[src/rtl/retire_trace_buffer.sv]
// retire_trace_buffer: passive capture of every instruction retiring from
// MEM/WB into a first-word-fall-through FIFO, drained over a valid/ready port.
// Also keeps retire/drop counters and a sticky halt flag.
//
// Handshake: the head entry transfers on a rising edge where trace_valid and
// trace_ready are both high. trace_valid depends only on registered state, so
// it never depends combinationally on trace_ready. The fields are stable
// while trace_valid is high and trace_ready is low.
module retire_trace_buffer #(
  parameter int DEPTH = 8,
  parameter int CNT_W = 32
) (
  input  logic             clk,
  input  logic             rst_n,
  input  logic             trace_en,
  input  logic             wb_valid,
  input  logic [31:0]      wb_instr,
  input  logic [4:0]       wb_rd,
  input  logic             wb_regwrite,
  input  logic [31:0]      wb_data,
  input  logic             wb_halt,
  output logic             trace_valid,
  input  logic             trace_ready,
  output logic [31:0]      trace_instr,
  output logic [4:0]       trace_rd,
  output logic             trace_we,
  output logic [31:0]      trace_data,
  output logic [CNT_W-1:0] retire_count,
  output logic [15:0]      drop_count,
  output logic             halted,
  output logic             done
);

  localparam int AW = $clog2(DEPTH);

  // The pointers carry one extra wrap bit so that full and empty can be
  // told apart without a separate occupancy counter.
  logic [AW:0]  wr_ptr;
  logic [AW:0]  rd_ptr;

  logic [31:0]  instr_mem [DEPTH];
  logic [4:0]   rd_mem    [DEPTH];
  logic         we_mem    [DEPTH];
  logic [31:0]  data_mem  [DEPTH];

  logic         cap;
  logic         entry_we;
  logic         empty;
  logic         full;
  logic         pop;
  logic         push;
  logic         drop;

  // Capture, handshake and FIFO status decode.
  always_comb begin
    cap      = wb_valid & trace_en & ~halted;
    entry_we = wb_regwrite & (wb_rd != 5'd0);
    empty    = (wr_ptr == rd_ptr);
    full     = (wr_ptr[AW] != rd_ptr[AW]) &&
               (wr_ptr[AW-1:0] == rd_ptr[AW-1:0]);
    pop      = ~empty & trace_ready;
    // When full, a pop in the same cycle frees the slot being written.
    push     = cap & (~full | pop);
    drop     = cap & full & ~pop;
  end

  // Entry storage. It needs no reset because the outputs are masked when
  // the FIFO is empty.
  always_ff @(posedge clk) begin
    if (push) begin
      instr_mem[wr_ptr[AW-1:0]] <= wb_instr;
      rd_mem[wr_ptr[AW-1:0]]    <= entry_we ? wb_rd : 5'd0;
      we_mem[wr_ptr[AW-1:0]]    <= entry_we;
      data_mem[wr_ptr[AW-1:0]]  <= entry_we ? wb_data : 32'd0;
    end
  end

  // Pointers, counters and the sticky halt flag.
  always_ff @(posedge clk or negedge rst_n) begin
    if (!rst_n) begin
      wr_ptr       <= '0;
      rd_ptr       <= '0;
      retire_count <= '0;
      drop_count   <= '0;
      halted       <= 1'b0;
    end else begin
      if (push) begin
        wr_ptr       <= wr_ptr + 1'b1;
        retire_count <= retire_count + 1'b1;
      end
      if (pop) begin
        rd_ptr <= rd_ptr + 1'b1;
      end
      if (drop && (drop_count != 16'hFFFF)) begin
        drop_count <= drop_count + 16'd1;
      end
      if (cap && wb_halt) begin
        halted <= 1'b1;
      end
    end
  end

  // Head entry presented straight from storage, zeroed when there is none.
  always_comb begin
    trace_valid = ~empty;
    trace_instr = empty ? 32'd0 : instr_mem[rd_ptr[AW-1:0]];
    trace_rd    = empty ? 5'd0  : rd_mem[rd_ptr[AW-1:0]];
    trace_we    = empty ? 1'b0  : we_mem[rd_ptr[AW-1:0]];
    trace_data  = empty ? 32'd0 : data_mem[rd_ptr[AW-1:0]];
    done        = halted & empty;
  end

endmodule

[config.mk]
export PLATFORM = sky130hd
export DESIGN_NAME = retire_trace_buffer
export DESIGN_NICKNAME = d
export VERILOG_FILES = /design/src/rtl/retire_trace_buffer.sv
export SDC_FILE = /design/constraint.sdc
export NUM_CORES = 1
export LEC_CHECK = 0
export CORE_MARGIN = 2
export CORE_UTILIZATION = 40
export DETAILED_ROUTE_END_ITERATION = 7
export MAX_ROUTING_LAYER = met4
export SYNTH_ARGS = -nofsm -noshare
export SYNTH_HDL_FRONTEND = slang
export SYNTH_SLANG_ARGS = --single-unit
export TNS_END_PERCENT = 10
[constraint.sdc]
create_clock -name clk -period 12.4 [get_ports clk]
set_clock_uncertainty 0.15 [all_clocks]
set_input_delay 1.24 -clock clk [delete_from_list [all_inputs] [get_ports clk]]
set_output_delay 1.24 -clock clk [all_outputs]
set_load 0.005 [all_outputs]
* Word-level counts from Yosys, hierarchy flattened
Memory sizes are Yosys's and may differ from the RTL's. Cells that the tools add are included.
Word-level totals: register bits 57, latch bits 0, bits in writable memories 560, memory bits (read-only) 0, output and inout port bits 121, logic and storage cells 42, memories kept 4
Cells by class: $add $sub $neg 4, $mul 0, divide/modulo/power cells 0, $lt $le $gt $ge 0, equal/unequal tests 4, shift-type cells 0, multiplexer cells 8, bitwise operators 13, reductions and logical operators 4
Memory list:
- data_mem | depth 8, width 32, rd ports 1, clocked after Yosys merged registers in 0, write ports 1, line 44 | logic [31:0] data_mem [DEPTH];
- instr_mem | depth 8, width 32, rd ports 1, clocked after Yosys merged registers in 0, write ports 1, line 41 | logic [31:0] instr_mem [DEPTH];
- rd_mem | depth 8, width 5, rd ports 1, clocked after Yosys merged registers in 0, write ports 1, line 42 | logic [4:0] rd_mem [DEPTH];
- we_mem | depth 8, width 1, rd ports 1, clocked after Yosys merged registers in 0, write ports 1, line 43 | logic we_mem [DEPTH];
Operator list (number):
- 2-to-1 mux 32 bit | 3
- adder 32 x 1 -> 32 bit, second input constant | 1
- adder 16 x 1 -> 16 bit, second input constant | 1
- inequality test 16 bit, second input constant | 1
- 2-to-1 mux 5 bit | 2
- adder 4 x 1 -> 4 bit, second input constant | 2
- bitwise AND 1 bit | 8
- nonzero test 5 bit | 1
- == test 4 bit | 1
- inverter 1 bit | 4
- == test 3 bit | 1
- logical AND 1 bit | 3
- 2-to-1 mux 1 bit | 3
- inequality test 1 bit | 1
- bitwise OR 1 bit | 1

* Depth between registers and ports, before layout
Gate-level depths: netlist (run 1).
word-level depth 7, gate-level depth with buffers 7

* Worst setup path before layout (run 1)
No wires, ideal clock.
kind input-to-reg, start point input port trace_en, end point memory data_mem[4][0], enable pin, setup time 0.695 ns, data arrival time 8.976 ns, setup slack 2.579 ns, stages 4, buffers on the path 1, cells stage by stage and3b_1 -> o21ai_2 -> buf_2 -> nor4b_1
On the way: word-level cells in the longest chain between the ends 5
RTL lines:
- start, declared | line 15 | input logic trace_en,
- bitwise AND 1 bit (2 in a row) | line 56 | cap = wb_valid & trace_en & ~halted;
- bitwise AND 1 bit | line 63 | push = cap & (~full | pop);
- 2-to-1 mux 1 bit | line 70 | if (push) begin
- 2-to-1 mux 1 bit | line 74 | data_mem[wr_ptr[AW-1:0]] <= entry_we ? wb_data : 32'd0;
- end, declared | line 44
Every way passes these cells.

* Worst setup path after layout (run 1)
start point register rd_ptr[1], end point output port trace_data[4]
On the way: word-level cells in the longest chain between the ends 2, elaborated cells on any way between the ends 3, classes of those cells eq/ne (1); mux (1); memory (1)
RTL lines:
- start, declared | line 39 | logic [AW:0] rd_ptr;
- start signal, assigned | line 92 | rd_ptr <= rd_ptr + 1'b1;
- memory read (8 x 32 bit) / == test 4 bit (equally long branches)
- 2-to-1 mux 32 bit (*) | line 109 | trace_data = empty ? 32'd0 : data_mem[rd_ptr[AW-1:0]];
- end, declared | line 27 | output logic [31:0] trace_data,
Every way passes the cells marked *; elsewhere a longest branch is shown, timed or not.

==> impl_metrics.tcl, run 1 <==
set metrics [dict create \
    outcome "complete, no violations" \
    worst_setup_path_end_kind "output port" \
    finalWorstPathRequiredPeriod_ns 5.69 \
    ir_worst_vdd_uv 139 \
    tritoncts "done" \
    drt_drc_violations_left 0 \
    initialDrtViolationCount 791 \
    postCtsSetupBuffers 0 \
    cts_sinks 617 \
    overflow 0 \
    route.final.wire_length_um 52200 \
    route.antenna.remaining_nets 0 \
    worstSetupPathType "reg -> out" \
    layout-drive-gt1-share_pct 18.7 \
    synth.net_count 1278 \
    fp-row-count 90 \
    min_period_over_period_pct 45.9 \
    maxClockFrequency_mhz 176 \
    placed_cell_area_mm2 0.0272 \
    post-place-cells 2143 \
    slew_headroom_pct 27.9 \
    cts.hold.buffers_added 0 \
    place_congestion 0.773 \
    syn_area_mm2 0.0242 \
    worst_slew_pin_slew_ns 1.08 \
    route.detailed.wl_per_inst_um 23.1 \
    area_overhead_of_the_layout_relative_to_synthesis_pct 20.7 \
    drtPass1Iterations 5 \
    postCtsResizedCells 0 \
    finalMaxSlewViolations 0 \
    grt_pass1_wl_um 79700 \
    power_density_mw_per_mm2 205 \
    maxCapViolations 0 \
    post_synth_inst_count 1198 \
    final_area_mm2 0.0292 \
    synth_cell_type_count 41 \
    synth_seq_area_share_pct 75.3 \
    worstHoldPathType "reg -> reg" \
    grt_pass1_vias 12700 \
    ios 197 \
    setup-violations-final 0 \
    synth-edff-count 560 \
    finalNetCount 1510 \
    worst_ep_arrival_time_ns 4.30 \
    worst_setup_path_startpoint "rd_ptr[1]" \
    antenna_found_initial 1 \
    cts-root-buf "clkbuf_16" \
    worst_skew_pair.late_latency_ns 0.58 \
    startpoint_type "register" \
    post_route_total_power_uw 5980 \
    r2r_start "rd_ptr[2]" \
    cts-htree-levels 3 \
    cts_made_buffers 67 \
    ys_warn_count 0 \
    unrepaired_setup_endpoints_after_global_routing "false" \
    crit_path_max_fanout 67 \
    floorplan.core_area_mm2 0.0601 \
    grt.total_usage_pct 17.5 \
    numPortBuffers 196 \
    grt_start_max_net_pins 113 \
    fillers 5092 \
    synth_async_sr_flop_share_pct 9.24 \
    dp_slack_ns 7.22 \
    clk_path_buf_depth 3 \
    clk_pin_slew_worst_paths_ns 0.06 \
    power.static_leakage_uw 0.00977 \
    die_width_um 250 \
    finalSetupTns_ns 0 \
    synth_area_per_cell_um2 20.2 \
    initial_utilization_pct 40.3 \
    die_area_mm2 0.0626 \
    final-instance-count-excl-fill 2265 \
    synth.ff_latch_count 617 \
    detail_route.vias_per_cell 5.30 \
    via_count 12000 \
    detailed_place_hpwl_um 27200 \
    number_of_failing_hold_endpoints_at_the_final_stage 0 \
    setup_ws_ns 6.71 \
    hp-start "retire_count[31]" \
    synth_ff_type "edfxtp_1" \
    cp_data_required_time_ns 11.01 \
    die_height_um 250 \
]
## sequential cells by signal, indices dropped and copies added, names as in the netlist
signal / flops
rd_ptr: 4
retire_count: 32
instr_mem: 256
data_mem: 256
halted: 1
rd_mem: 40
wr_ptr: 4
we_mem: 8
drop_count: 16
## synthesized netlist by cell type (all sizes together), types with 3 or more instances
cell type | number | area, um^2
edfxtp | 560 | 16800
mux4 | 140 | 3150
nor2 | 82 | 308
mux2i | 70 | 701
dfrtp | 57 | 1430
and2 | 38 | 238
clkbuf | 32 | 120
xnor2 | 29 | 254
xor2 | 27 | 236
nand3 | 26 | 143
buf | 25 | 121
nand2 | 25 | 93.8
nor3 | 20 | 115
nor4 | 11 | 98.8
inv | 9 | 33.8
nand4 | 7 | 43.8
and3 | 4 | 25.0
and4 | 4 | 35.0
ha | 4 | 50.1
mux2 | 3 | 33.8
nor3b | 3 | 22.5
nor4b | 3 | 26.3
or3 | 3 | 23.8
or4 | 3 | 22.5
## layer usage
layer / GRT usage (%) / part of all wire, % / vias to the layer above
li1: - / - / 5271
met1: 24.0 / 45 / 6349
met2: 27.3 / 48 / 314
met3: 3.02 / 5.1 / 64
met4: 4.45 / 1.4 / 0
met5: - / 0 / -
## where the power goes
part / switching, uW / total [uW] / internal [uW]
registers: 102 / 2390 / 2290
logic: 745 / 1720 / 972
clock network: 774 / 1870 / 1100
total: 1620 / 5980 / 4360
## critical path: stages (launching register included)
cell             delay, ns
dfrtp_4               0.67
buf_4                 0.69
buf_4                 0.91
mux4_2                0.42
mux2i_1               0.33
nor2_1                0.08
clkdlybuf4s50_1       0.49
## path summary, 6_finish.rpt
check	depth (start not counted)	end	slack, ns
setup / recovery	6	trace_data[4]	6.71
hold / removal	1	retire_count[31]	0.32
setup reg to reg	7	data_mem[5][10]	8.14
hold reg to reg	1	retire_count[31]	0.32
max in group asynchronous	2	rd_ptr[0]	10.88
min in group asynchronous	2	retire_count[29]	0.67
## stage by stage
stage / hold WS [ns] / utilization, %
finish: 0.321 / 48.6
global route: 0.345 / 48.6
CTS: 0.322 / 48.6
detailed placement: 0.313 / 45.2
global placement: 0.308 / 45.2
floorplan: 0.315 / -
## cells by family (layout without fill, tap and decap cells)
logic type	after synthesis	in the layout	synth area share, %
compound gates	7	7	0.196
xor+xnor	56	56	2.02
fa+ha+maj	4	4	0.207
buf+inv	66	350	1.14
flops	617	617	75.3
mux	213	213	16.0
other cells	0	1	0
simple gates	235	235	5.11
## layout by cell type, fill, tap and decap left out, types with 3 or more instances in the layout
cell	count
dfrtp_1	54
clkdlybuf4s50_1	195
nor4_1	8
buf_4	23
nor3_2	5
nor2_1	80
or4_1	3
clkinv_2	10
nor3_1	15
edfxtp_1	560
dfrtp_4	3
nand4_1	7
mux4_2	140
clkinv_1	17
bufinv_16	3
clkbuf_1	18
and3_1	4
ha_1	4
and4_1	4
inv_1	9
nand2_1	25
mux2i_1	70
xor2_1	27
nand3_1	25
clkbuf_16	70
mux2_2	3
xnor2_1	29
and2_1	37
## area by class of cell
type,instances,area [um^2],area share [%]
clock inverters,33,230,0.787
diodes,1,2.50,0.00856
multi-input cells,515,5770,19.7
flip-flops and latches,617,18300,62.4
well taps,782,978,3.35
clock buffers,88,1820,6.22
inverters,9,33.8,0.116
repair buffers,220,2150,7.35
Note: power is estimated with default switching activity, not from simulation.
==> run 2, diff against run 1 <==
clock period = 5.8 ns   (was 12.4 ns; I/O delays follow)
==> run 2 against run 1 <==
Against the previous run:
- first-iteration DRC count increased by 2.8%
- cell count decreased by 0.22%
- worst hold slack improved by 0.0049 ns
- critical path type unchanged
- sequential share of layout area decreased by 0.067 points
- register-to-register slack got worse by 6.0 ns
==> impl_metrics.tcl, run 2 (synthesized netlist as in run 1, its figures left out) <==
set metrics [dict create \
    finalSetupTns_ns 0 \
    maxClockFrequency_mhz 229 \
    seq_area_mm2 0.0183 \
    clk_path_buf_depth 3 \
    power.static_leakage_uw 0.00975 \
    crit-reg2reg-capture "instr_mem[1][17]" \
    grt.total_usage_pct 17.1 \
    timing.reg2reg.setup_slack_ns 2.13 \
    via_count 11900 \
    final_area_mm2 0.0293 \
    leading_cell_types_in_the_layout_fill_and_taps_excluded "edfxtp_1 (560), clkdlybuf4s50_1 (195), mux4_2 (140)" \
    cts_made_buffers 67 \
    place_congestion 0.729 \
    fp-row-count 90 \
    worst_skew_pair.late_latency_ns 0.59 \
    finalNetCount 1508 \
    initialDrtViolationCount 813 \
    finalWorstPathRequiredPeriod_ns 4.38 \
    route.final.wire_length_um 50700 \
    reg2regPathDepth 6 \
    cts-htree-levels 3 \
    die_height_um 250 \
    worst_setup_path_startpoint "rd_ptr[0]" \
    floorplan.core_area_mm2 0.0601 \
    area_overhead_of_the_layout_relative_to_synthesis_pct 20.8 \
    number_of_failing_hold_endpoints_at_the_final_stage 0 \
    setup-violations-final 0 \
    most_common_library_cell_in_the_layout_ignoring_fill_and_taps "edfxtp_1" \
    worst_slew_pin_slew_ns 1.02 \
    grt_pass1_wl_um 78100 \
    route.detailed.wl_per_inst_um 22.4 \
    critical_path.endpoint "trace_data[13]" \
    min_period_over_period_pct 75.4 \
    layout-drive-gt1-share_pct 18.5 \
    initial_utilization_pct 40.3 \
    route.antenna.remaining_nets 0 \
    ios 197 \
    startpoint_type "register" \
    ir_worst_vdd_uv 289 \
    drtPass1Iterations 5 \
    placed_cell_area_mm2 0.0272 \
    finalMaxSlewViolations 0 \
    slew_headroom_pct 31.6 \
    overflow 0 \
    grt_start_max_net_pins 144 \
    postCtsSetupBuffers 0 \
    die_area_mm2 0.0626 \
    clk_pin_slew_worst_paths_ns 0.06 \
    multi_input_comb_area_mm2 0.00578 \
    grt_pass1_vias 12700 \
    maxCapViolations 0 \
    worst_setup_path_end_kind "output port" \
    worstHoldPathType "reg -> reg" \
    worstSetupPathType "reg -> out" \
    postCtsResizedCells 0 \
    cts-root-buf "clkbuf_16" \
    cts_sinks 617 \
    outcome "complete, no violations" \
    drt_drc_violations_left 0 \
    power_density_mw_per_mm2 435 \
    cts.hold.buffers_added 1 \
    r2r_start "rd_ptr[2]" \
    cp_data_required_time_ns 5.07 \
    crit_path_max_fanout 32 \
    antenna-diode-count 0 \
    detail_route.vias_per_cell 5.27 \
    detailed_place_hpwl_um 26800 \
    antenna_found_initial 0 \
    die_width_um 250 \
    worst_ep_arrival_time_ns 3.65 \
    tritoncts "done" \
    fillers 4963 \
    unrepaired_setup_endpoints_after_global_routing "false" \
    numPortBuffers 196 \
]
==> run 2: layout make-up <==
class                   count  area share, %
clock inverters            29          0.748
multi-input cells         515           19.7
well taps                 782           3.34
inverters                   9          0.115
clock buffers              90           6.17
flip-flops and latches    617           62.4
repair buffers            218           7.52
==> run 2: critical path, cell delays in order (launching register included) <==
cell and delay (ns):
dfrtp_4 0.86, buf_4 0.65, mux4_2 0.58, mux2i_1 0.34
nor2_1 0.08, clkdlybuf4s50_1 0.49
==> run 2: per-stage QoR <==
stage | hold WS [ns] | util (%) | instances | setup slack [ns] | total power [uW]
after global placement | 0.312 | 45.3 | 2140 | 1.91 | 8970
after floorplan | 0.134 | - | 1198 | -3.41 | 7250
after global routing | 0.348 | 48.7 | 2260 | 1.15 | 13300
after detailed placement | 0.318 | 45.3 | 2140 | 1.94 | 8960
final | 0.326 | 48.7 | 2260 | 1.42 | 12700
after CTS | 0.332 | 48.7 | 2260 | 1.29 | 12900
==> run 2: layer usage <==
layer	share of wire [%]	global-route usage [%]
met1	45	23.4
met2	49	26.8
met3	3.9	2.66
met4	1.8	4.96
met5	0	-
==> run 2: worst min-delay path by stage <==
stage | to | cells after the start | startpoint
after floorplan | drop_count[0] | 0 | rst_n
after global placement | retire_count[31] | 1 | retire_count[31]
after detailed placement | retire_count[31] | 1 | retire_count[31]
after CTS | retire_count[31] | 1 | retire_count[31]
after global routing | retire_count[31] | 1 | retire_count[31]
final | retire_count[31] | 1 | retire_count[31]
==> run 2: power by group <==
part           switching [uW]  internal, uW  total (uW)
sequential                233          4900        5130
clock                    1660          2280        3940
combinational            1560          2090        3650
total                    3450          9270       12700
